[src/rtl/int_mul_pkg.sv]
// Shared widths, limits and helpers for the pipelined integer multiplier.
// The stored word is {n, z, product}; the read word adds {C, V} on top.
package int_mul_pkg;

  // Legal multiply pipeline depths.
  localparam int STAGES_MIN = 1;
  localparam int STAGES_MAX = 8;

  // Width of one result-buffer entry: {n, z, product[2*DATA_W-1:0]}.
  function automatic int storedWidth(input int dataW);
    return 2 * dataW + 2;
  endfunction

  // Width of a read port: {C, V, n, z, product[2*DATA_W-1:0]}.
  function automatic int outWidth(input int dataW);
    return 2 * dataW + 4;
  endfunction

  // True when the requested pipeline depth is supported.
  function automatic bit stagesInRange(input int stages);
    return (stages >= STAGES_MIN) && (stages <= STAGES_MAX);
  endfunction

  // Flag pair carried ahead of the product in every stored entry.
  typedef struct packed {
    logic n;
    logic z;
  } resFlags_t;

endpackage

[src/rtl/RAM_func.sv]
// Result buffer: one synchronous write port and two asynchronous read ports.
// Read data is registered by the owner, so reads here are purely combinational.
module RAM_func #(
  parameter int ADDRS_WIDTH = 4,
  parameter int DATA_WIDTH  = 66
) (
  input  logic                   CLK,
  input  logic                   wren,
  input  logic [ADDRS_WIDTH-1:0] wraddrs,
  input  logic [DATA_WIDTH-1:0]  wrdata,
  input  logic [ADDRS_WIDTH-1:0] rdaddrsA,
  output logic [DATA_WIDTH-1:0]  rddataA,
  input  logic [ADDRS_WIDTH-1:0] rdaddrsB,
  output logic [DATA_WIDTH-1:0]  rddataB
);

  localparam int DEPTH = 2 ** ADDRS_WIDTH;

  logic [DATA_WIDTH-1:0] mem [DEPTH];

  // Write the committing entry on the rising edge.
  // NOTE: the array deliberately has no reset; resetting a memory turns it into
  // a wide bank of flops and the contents are allowed to survive RESET.
  always_ff @(posedge CLK) begin
    if (wren) begin
      mem[wraddrs] <= wrdata;
    end
  end

  assign rddataA = mem[rdaddrsA];
  assign rddataB = mem[rdaddrsB];

endmodule

[src/rtl/int_mul_stages.sv]
// Multiply pipeline: extends both operands, forms the full signed product and
// carries {valid, addr, stored word} through STAGES registers. The final stage
// is the commit port into the result buffer. The pipeline never stalls.
module int_mul_stages
  import int_mul_pkg::*;
#(
  parameter int DATA_W  = 32,
  parameter int ADDRS_W = 4,
  parameter int STAGES  = 3
) (
  input  logic                             CLK,
  input  logic                             RESET,
  input  logic                             wren,
  input  logic [ADDRS_W-1:0]               wraddrs,
  input  logic                             sextA,
  input  logic                             sextB,
  input  logic [DATA_W-1:0]                oprndA,
  input  logic [DATA_W-1:0]                oprndB,
  output logic [STAGES-1:0]                stgValid,
  output logic [STAGES-1:0][ADDRS_W-1:0]   stgAddr,
  output logic                             commitEn,
  output logic [ADDRS_W-1:0]               commitAddr,
  output logic [storedWidth(DATA_W)-1:0]   commitData
);

  localparam int STORED_W = storedWidth(DATA_W);
  // The signed product of two (DATA_W+1)-bit operands needs 2*DATA_W+2 bits.
  localparam int PROD_W   = 2 * DATA_W + 2;

  // One pipeline slot.
  typedef struct packed {
    logic               valid;
    logic [ADDRS_W-1:0] addr;
    logic [STORED_W-1:0] prod;
  } stageRec_t;

  logic [DATA_W:0]   extA;
  logic [DATA_W:0]   extB;
  logic [PROD_W-1:0] fullProd;
  resFlags_t         flags;
  stageRec_t         issueRec;
  stageRec_t         stg [STAGES];

  // Extend operands, multiply at full width and pack {n, z, product}.
  // NOTE: every variable of a combinational block gets a value on every path
  // (the struct default below), otherwise synthesis infers a latch.
  always_comb begin
    issueRec = '0;
    extA     = {sextA & oprndA[DATA_W-1], oprndA};
    extB     = {sextB & oprndB[DATA_W-1], oprndB};
    // Sign-extending both factors to the product width makes the truncated
    // unsigned product equal to the two's-complement signed product.
    fullProd = {{(DATA_W+1){extA[DATA_W]}}, extA} *
               {{(DATA_W+1){extB[DATA_W]}}, extB};
    flags.n  = fullProd[2*DATA_W];
    flags.z  = ~|fullProd;
    issueRec.valid = wren;
    issueRec.addr  = wraddrs;
    issueRec.prod  = {flags, fullProd[2*DATA_W-1:0]};
  end

  // Shift slots down the pipeline every cycle; reset drops anything in flight.
  // NOTE: sequential state uses non-blocking assignments so every slot samples
  // its predecessor's pre-edge value, independent of statement order.
  always_ff @(posedge CLK or negedge RESET) begin
    if (!RESET) begin
      for (int s = 0; s < STAGES; s++) begin
        stg[s] <= '0;
      end
    end else begin
      stg[0] <= issueRec;
      for (int s = 1; s < STAGES; s++) begin
        stg[s] <= stg[s-1];
      end
    end
  end

  // Expose slot occupancy for the hazard check in the top.
  always_comb begin
    stgValid = '0;
    stgAddr  = '0;
    for (int s = 0; s < STAGES; s++) begin
      stgValid[s] = stg[s].valid;
      stgAddr[s]  = stg[s].addr;
    end
  end

  assign commitEn   = stg[STAGES-1].valid;
  assign commitAddr = stg[STAGES-1].addr;
  assign commitData = stg[STAGES-1].prod;

endmodule

[src/rtl/int_mul_pipe.sv]
// Pipelined integer multiplier with a thread-indexed result buffer and two
// hazard-checked read ports. Reads of any entry with a multiply in flight (or
// being issued this cycle) pull ready low and freeze both read registers.
module int_mul_pipe
  import int_mul_pkg::*;
#(
  parameter int DATA_W  = 32,
  parameter int ADDRS_W = 4,
  parameter int STAGES  = 3
) (
  input  logic                         CLK,
  input  logic                         RESET,
  input  logic                         wren,
  input  logic [ADDRS_W-1:0]           wraddrs,
  input  logic                         Sext_SrcA_q2,
  input  logic                         Sext_SrcB_q2,
  input  logic [DATA_W-1:0]            oprndA,
  input  logic [DATA_W-1:0]            oprndB,
  input  logic                         C,
  input  logic                         V,
  input  logic                         rdenA,
  input  logic                         rdenB,
  input  logic [ADDRS_W-1:0]           rdaddrsA,
  input  logic [ADDRS_W-1:0]           rdaddrsB,
  output logic [outWidth(DATA_W)-1:0]  rddataA,
  output logic [outWidth(DATA_W)-1:0]  rddataB,
  output logic                         ready
);

  localparam int STORED_W = storedWidth(DATA_W);
  localparam int DEPTH    = 2 ** ADDRS_W;

  if (!stagesInRange(STAGES)) begin : gBadStages
    $error("int_mul_pipe: STAGES must be within 1..8");
  end

  logic [STAGES-1:0]              stgValid;
  logic [STAGES-1:0][ADDRS_W-1:0] stgAddr;
  logic                           commitEn;
  logic [ADDRS_W-1:0]             commitAddr;
  logic [STORED_W-1:0]            commitData;
  logic [STORED_W-1:0]            ramA;
  logic [STORED_W-1:0]            ramB;
  logic [STORED_W-1:0]            holdA;
  logic [STORED_W-1:0]            holdB;
  logic [DEPTH-1:0]               pending;
  logic                           hazard;

  int_mul_stages #(
    .DATA_W  (DATA_W),
    .ADDRS_W (ADDRS_W),
    .STAGES  (STAGES)
  ) uStages (
    .CLK        (CLK),
    .RESET      (RESET),
    .wren       (wren),
    .wraddrs    (wraddrs),
    .sextA      (Sext_SrcA_q2),
    .sextB      (Sext_SrcB_q2),
    .oprndA     (oprndA),
    .oprndB     (oprndB),
    .stgValid   (stgValid),
    .stgAddr    (stgAddr),
    .commitEn   (commitEn),
    .commitAddr (commitAddr),
    .commitData (commitData)
  );

  RAM_func #(
    .ADDRS_WIDTH (ADDRS_W),
    .DATA_WIDTH  (STORED_W)
  ) uRam (
    .CLK      (CLK),
    .wren     (commitEn),
    .wraddrs  (commitAddr),
    .wrdata   (commitData),
    .rdaddrsA (rdaddrsA),
    .rddataA  (ramA),
    .rdaddrsB (rdaddrsB),
    .rddataB  (ramB)
  );

  // Mark every entry owned by an in-flight or just-issued multiply. The final
  // slot is included: an entry committing this edge is still unreadable.
  always_comb begin
    pending = '0;
    for (int s = 0; s < STAGES; s++) begin
      if (stgValid[s]) begin
        pending[stgAddr[s]] = 1'b1;
      end
    end
    if (wren) begin
      pending[wraddrs] = 1'b1;
    end
  end

  assign hazard = (rdenA & pending[rdaddrsA]) | (rdenB & pending[rdaddrsB]);
  // While RESET is low nothing is in flight, so the block reports ready.
  assign ready  = ~RESET | ~hazard;

  // Capture read data for enabled ports; a hazard on either port freezes both
  // so the requester sees a consistent pair once it re-presents the read.
  always_ff @(posedge CLK or negedge RESET) begin
    if (!RESET) begin
      holdA <= '0;
      holdB <= '0;
    end else if (!hazard) begin
      if (rdenA) begin
        holdA <= ramA;
      end
      if (rdenB) begin
        holdB <= ramB;
      end
    end
  end

  assign rddataA = {C, V, holdA};
  assign rddataB = {C, V, holdB};

endmodule

[config.mk]
export PLATFORM = sky130hd
export DESIGN_NAME = int_mul_pipe
export DESIGN_NICKNAME = d
export VERILOG_FILES = /design/src/rtl/int_mul_pkg.sv /design/src/rtl/RAM_func.sv /design/src/rtl/int_mul_stages.sv /design/src/rtl/int_mul_pipe.sv
export SDC_FILE = /design/constraint.sdc
export NUM_CORES = 2
export LEC_CHECK = 0
export ABC_AREA = 1
export CORE_ASPECT_RATIO = 0.7
export CORE_MARGIN = 5
export CORE_UTILIZATION = 45
export DETAILED_ROUTE_END_ITERATION = 6
export PLACE_DENSITY = 0.59
export RECOVER_POWER = 50
export SLEW_MARGIN = 20
export SYNTH_ARGS = -nofsm -noshare
export SYNTH_HDL_FRONTEND = slang
export SYNTH_SLANG_ARGS = --single-unit
[constraint.sdc]
create_clock -name CLK -period 6.8 [get_ports CLK]
set_input_delay 1.36 -clock CLK [delete_from_list [all_inputs] [get_ports CLK]]
set_output_delay 1.36 -clock CLK [all_outputs]
set_load 0.01 [all_outputs]
==> results.py <==
metrics = {
    "yosys": {
        "synth.area.top_cells": "edfxtp_1 (31%), fa_1 (22%), dfrtp_1 (8.4%)",
        "avgSynthCellArea_sq_um": 9.07,
        "synth.net_count": 12800,
        "synthDistinctLibCells": 38,
        "ys_seq_area_share_pct": 39.2,
        "synth.largest_area_cell": "edfxtp_1",
        "yosysWarnings": 0,
        "ys_ff_latch": 1401,
        "synth.top_cell.area_share_pct": 30.8,
        "synth_cells": 11300,
        "netlist_area_sq_um": 103000,
    },
    "sta": {
        "hold_viol": 0,
        "fin_crit_sh_pct": 114,
        "slew_headroom_pct": -188,
        "rsz0062_at_grt": "true",
        "finalCriticalPeriod_ns": 7.77,
        "clock_skew_ns": 0.0317,
        "setup_viol": 45,
        "setup_slack_ns": -0.975,
        "fin_setup_tns_ns": -18.90,
        "max_clock_freq_mhz": 129,
        "worst_hold_slack_ns": 0.345,
        "slew_viol_final": 245,
        "tightestPinTransition_ns": 4.31,
    },
    "global_routing": {
        "grt_pass1_wl_mm": 535,
        "grt.busiest_layer": "met1",
        "grtUsageMet2_pct": 41.8,
        "grt_pass1_vias": 83500,
        "grt_max_degree": 214,
        "grtUsageTotal_pct": 29.5,
        "grtUsageMet3_pct": 6.49,
        "antenna_found_initial": 8,
        "overflow": 0,
        "grt_use_met1_pct": 45.7,
    },
    "finish": {
        "fin_area_sq_um": 125000,
        "layout_commonest_cell": "inv_1",
        "finalNetCount": 13300,
        "drive_gt1_share_pct": 18.7,
        "syn_to_final_growth_pct": 21.3,
        "final_cell_mix": "inv_1 (1831), o21ai_0 (1708), nand2_1 (1592)",
    },
    "clock_tree": {
        "cts_inserted_buffers": 117,
        "htreeDepth": 3,
        "clk_pin_slew_worst_paths_ns": 0.08,
        "cts_tree": "done",
        "root_buffer": "clkbuf_16",
        "cts_hold_buf": 0,
        "clkSinkCount": 1401,
        "cts.path.max_buffers": 3,
        "clk_latency_ns": 0.75,
    },
    "job": {
        "cap_violations": 4,
    },
    "worst_setup_path": {
        "crit_path_max_incr_delay_ns": 0.65,
        "worstPathArrival_ns": 8.44,
        "crit_path_end_kind": "flop",
        "cp_max_fo": 6,
        "crit_type": "input port to flop",
        "startpoint_type": "input port",
        "crit_required_ns": 7.46,
        "cp_slowest_cell": "fa_2",
    },
    "detailed_routing": {
        "ant_nets": 0,
        "routedWlPerCell_microns": 23.8,
        "via_count": 85700,
        "routed_wl_mm": 358,
        "drtIter0Drc": 11400,
        "drc": 0,
        "firstDrtPassIters": 7,
        "avgViaCountPerCell": 5.70,
    },
    "placement": {
        "dpl.hpwl_mm": 229,
        "place_congestion": 0.934,
        "post_dp_cell_area_sq_um": 114000,
        "numPortBuffers": 215,
    },
    "floorplan": {
        "start_util_pct": 45.4,
        "coreArea_sq_um": 227000,
        "fp-row-count": 146,
        "die_area_sq_um": 239000,
        "chipHeight_microns": 410,
        "io_pins": 222,
        "die-width_microns": 582,
    },
    "status": {
        "status": "finished, violations left",
        "violations": "max-capacitance violations, max-slew violations, negative setup slack",
    },
    "min_path": {
        "hold_path_class": "flop to flop",
    },
}
-- layout make-up --
type | count | area [sq um]
diodes | 5 | 12.5
clock buffers | 176 | 3560
clock inverters | 48 | 337
fillers | 19800 | 102000
inverters | 2086 | 7930
multi-input cells | 7100 | 56000
flip-flops and latches | 1401 | 40300
well taps | 3034 | 3800
repair buffers | 1182 | 12900
-- path summary, 6_finish.rpt --
path / start / end / slack [ns] / depth (start not counted)
worst min register to register: uStages.stg[85] / uStages.commitData[14] / 0.35 / 0
worst min-delay path: uStages.stg[85] / uStages.commitData[14] / 0.35 / 0
worst max register to register: uStages.commitEn / holdB[23] / 1.22 / 15
min in group asynchronous: RESET / uStages.commitData[28] / 2.13 / 1
worst max-delay path: Sext_SrcA_q2 / uStages.stg[206] / -0.97 / 34
max in group asynchronous: RESET / uStages.commitData[59] / 0.69 / 2
-- cell families (layout without fill, tap and decap cells) --
kind of cell | count (synthesis) | in the layout | synth area share (%)
fa+ha+maj | 1362 | 1362 | 24.9
simple gates | 3119 | 3119 | 12.0
other cells | 0 | 5 | 0
flops | 1401 | 1401 | 39.2
xor+xnor | 45 | 45 | 0.383
compound gates | 2574 | 2574 | 13.0
buf+inv | 2847 | 3492 | 10.5
-- flip-flops by register name, summed over array words and instances, names as in the netlist, 2 cells and up --
| register | cells |
|---|---|
| holdA | 66 |
| uStages.stgValid | 2 |
| uRam.mem | 1056 |
| holdB | 66 |
| uStages.commitData | 66 |
| uStages.stg | 132 |
| uStages.commitAddr | 4 |
| uStages.stgAddr | 8 |
-- Yosys cell counts, drive strengths merged --
cell type  number
and2            7
clkinv          4
edfxtp       1056
o211ai         10
a31oi          14
or2             7
nand2        1957
nand4         152
o21bai          1
o22ai         238
dfrtp         345
xor2           24
inv          2082
o21ai        1715
o221ai         40
buf           124
nor4            5
and3            3
clkbuf        637
nand3b          6
fa           1146
o2111ai         1
a21oi         554
nor3           13
xnor2          21
nor3b           1
nor2          849
ha            216
nand3         119
a21o            1
-- through the flow --
step / cells / util, % / worst slack, ns
final: 15000 / 55.0 / -0.975
after detailed placement: 14500 / 50.1 / -2.41
after floorplan: 11300 / - / -1.39
after CTS: 15000 / 54.1 / -0.898
after global placement: 14500 / 50.1 / -2.38
after global routing: 15000 / 55.0 / -1.20
-- worst max-delay path: cells and delay by family --
family,cells,cell delay [ns]
fa+ha+maj,9,4.42
buf+inv,9,0.83
simple gates,16,1.79
-- what timing repair did --
action | 4_1_cts | 5_1_grt
resized for setup | 960 | 686
endpoints found under the setup margin | 55 | 55
buffers inserted | 211 | 82
pin swaps | 332 | 417
gates cloned | 41 | 9
-- metal layers --
metal	up-vias	share of wire (%)
met3	552	12
met2	5012	42
li1	37300	-
met5	-	0
met1	42900	44
met4	0	2.8
Power is left out: the tool's default activity adds up to more than one toggle a clock period on the data nets, which glitch-free logic cannot reach.
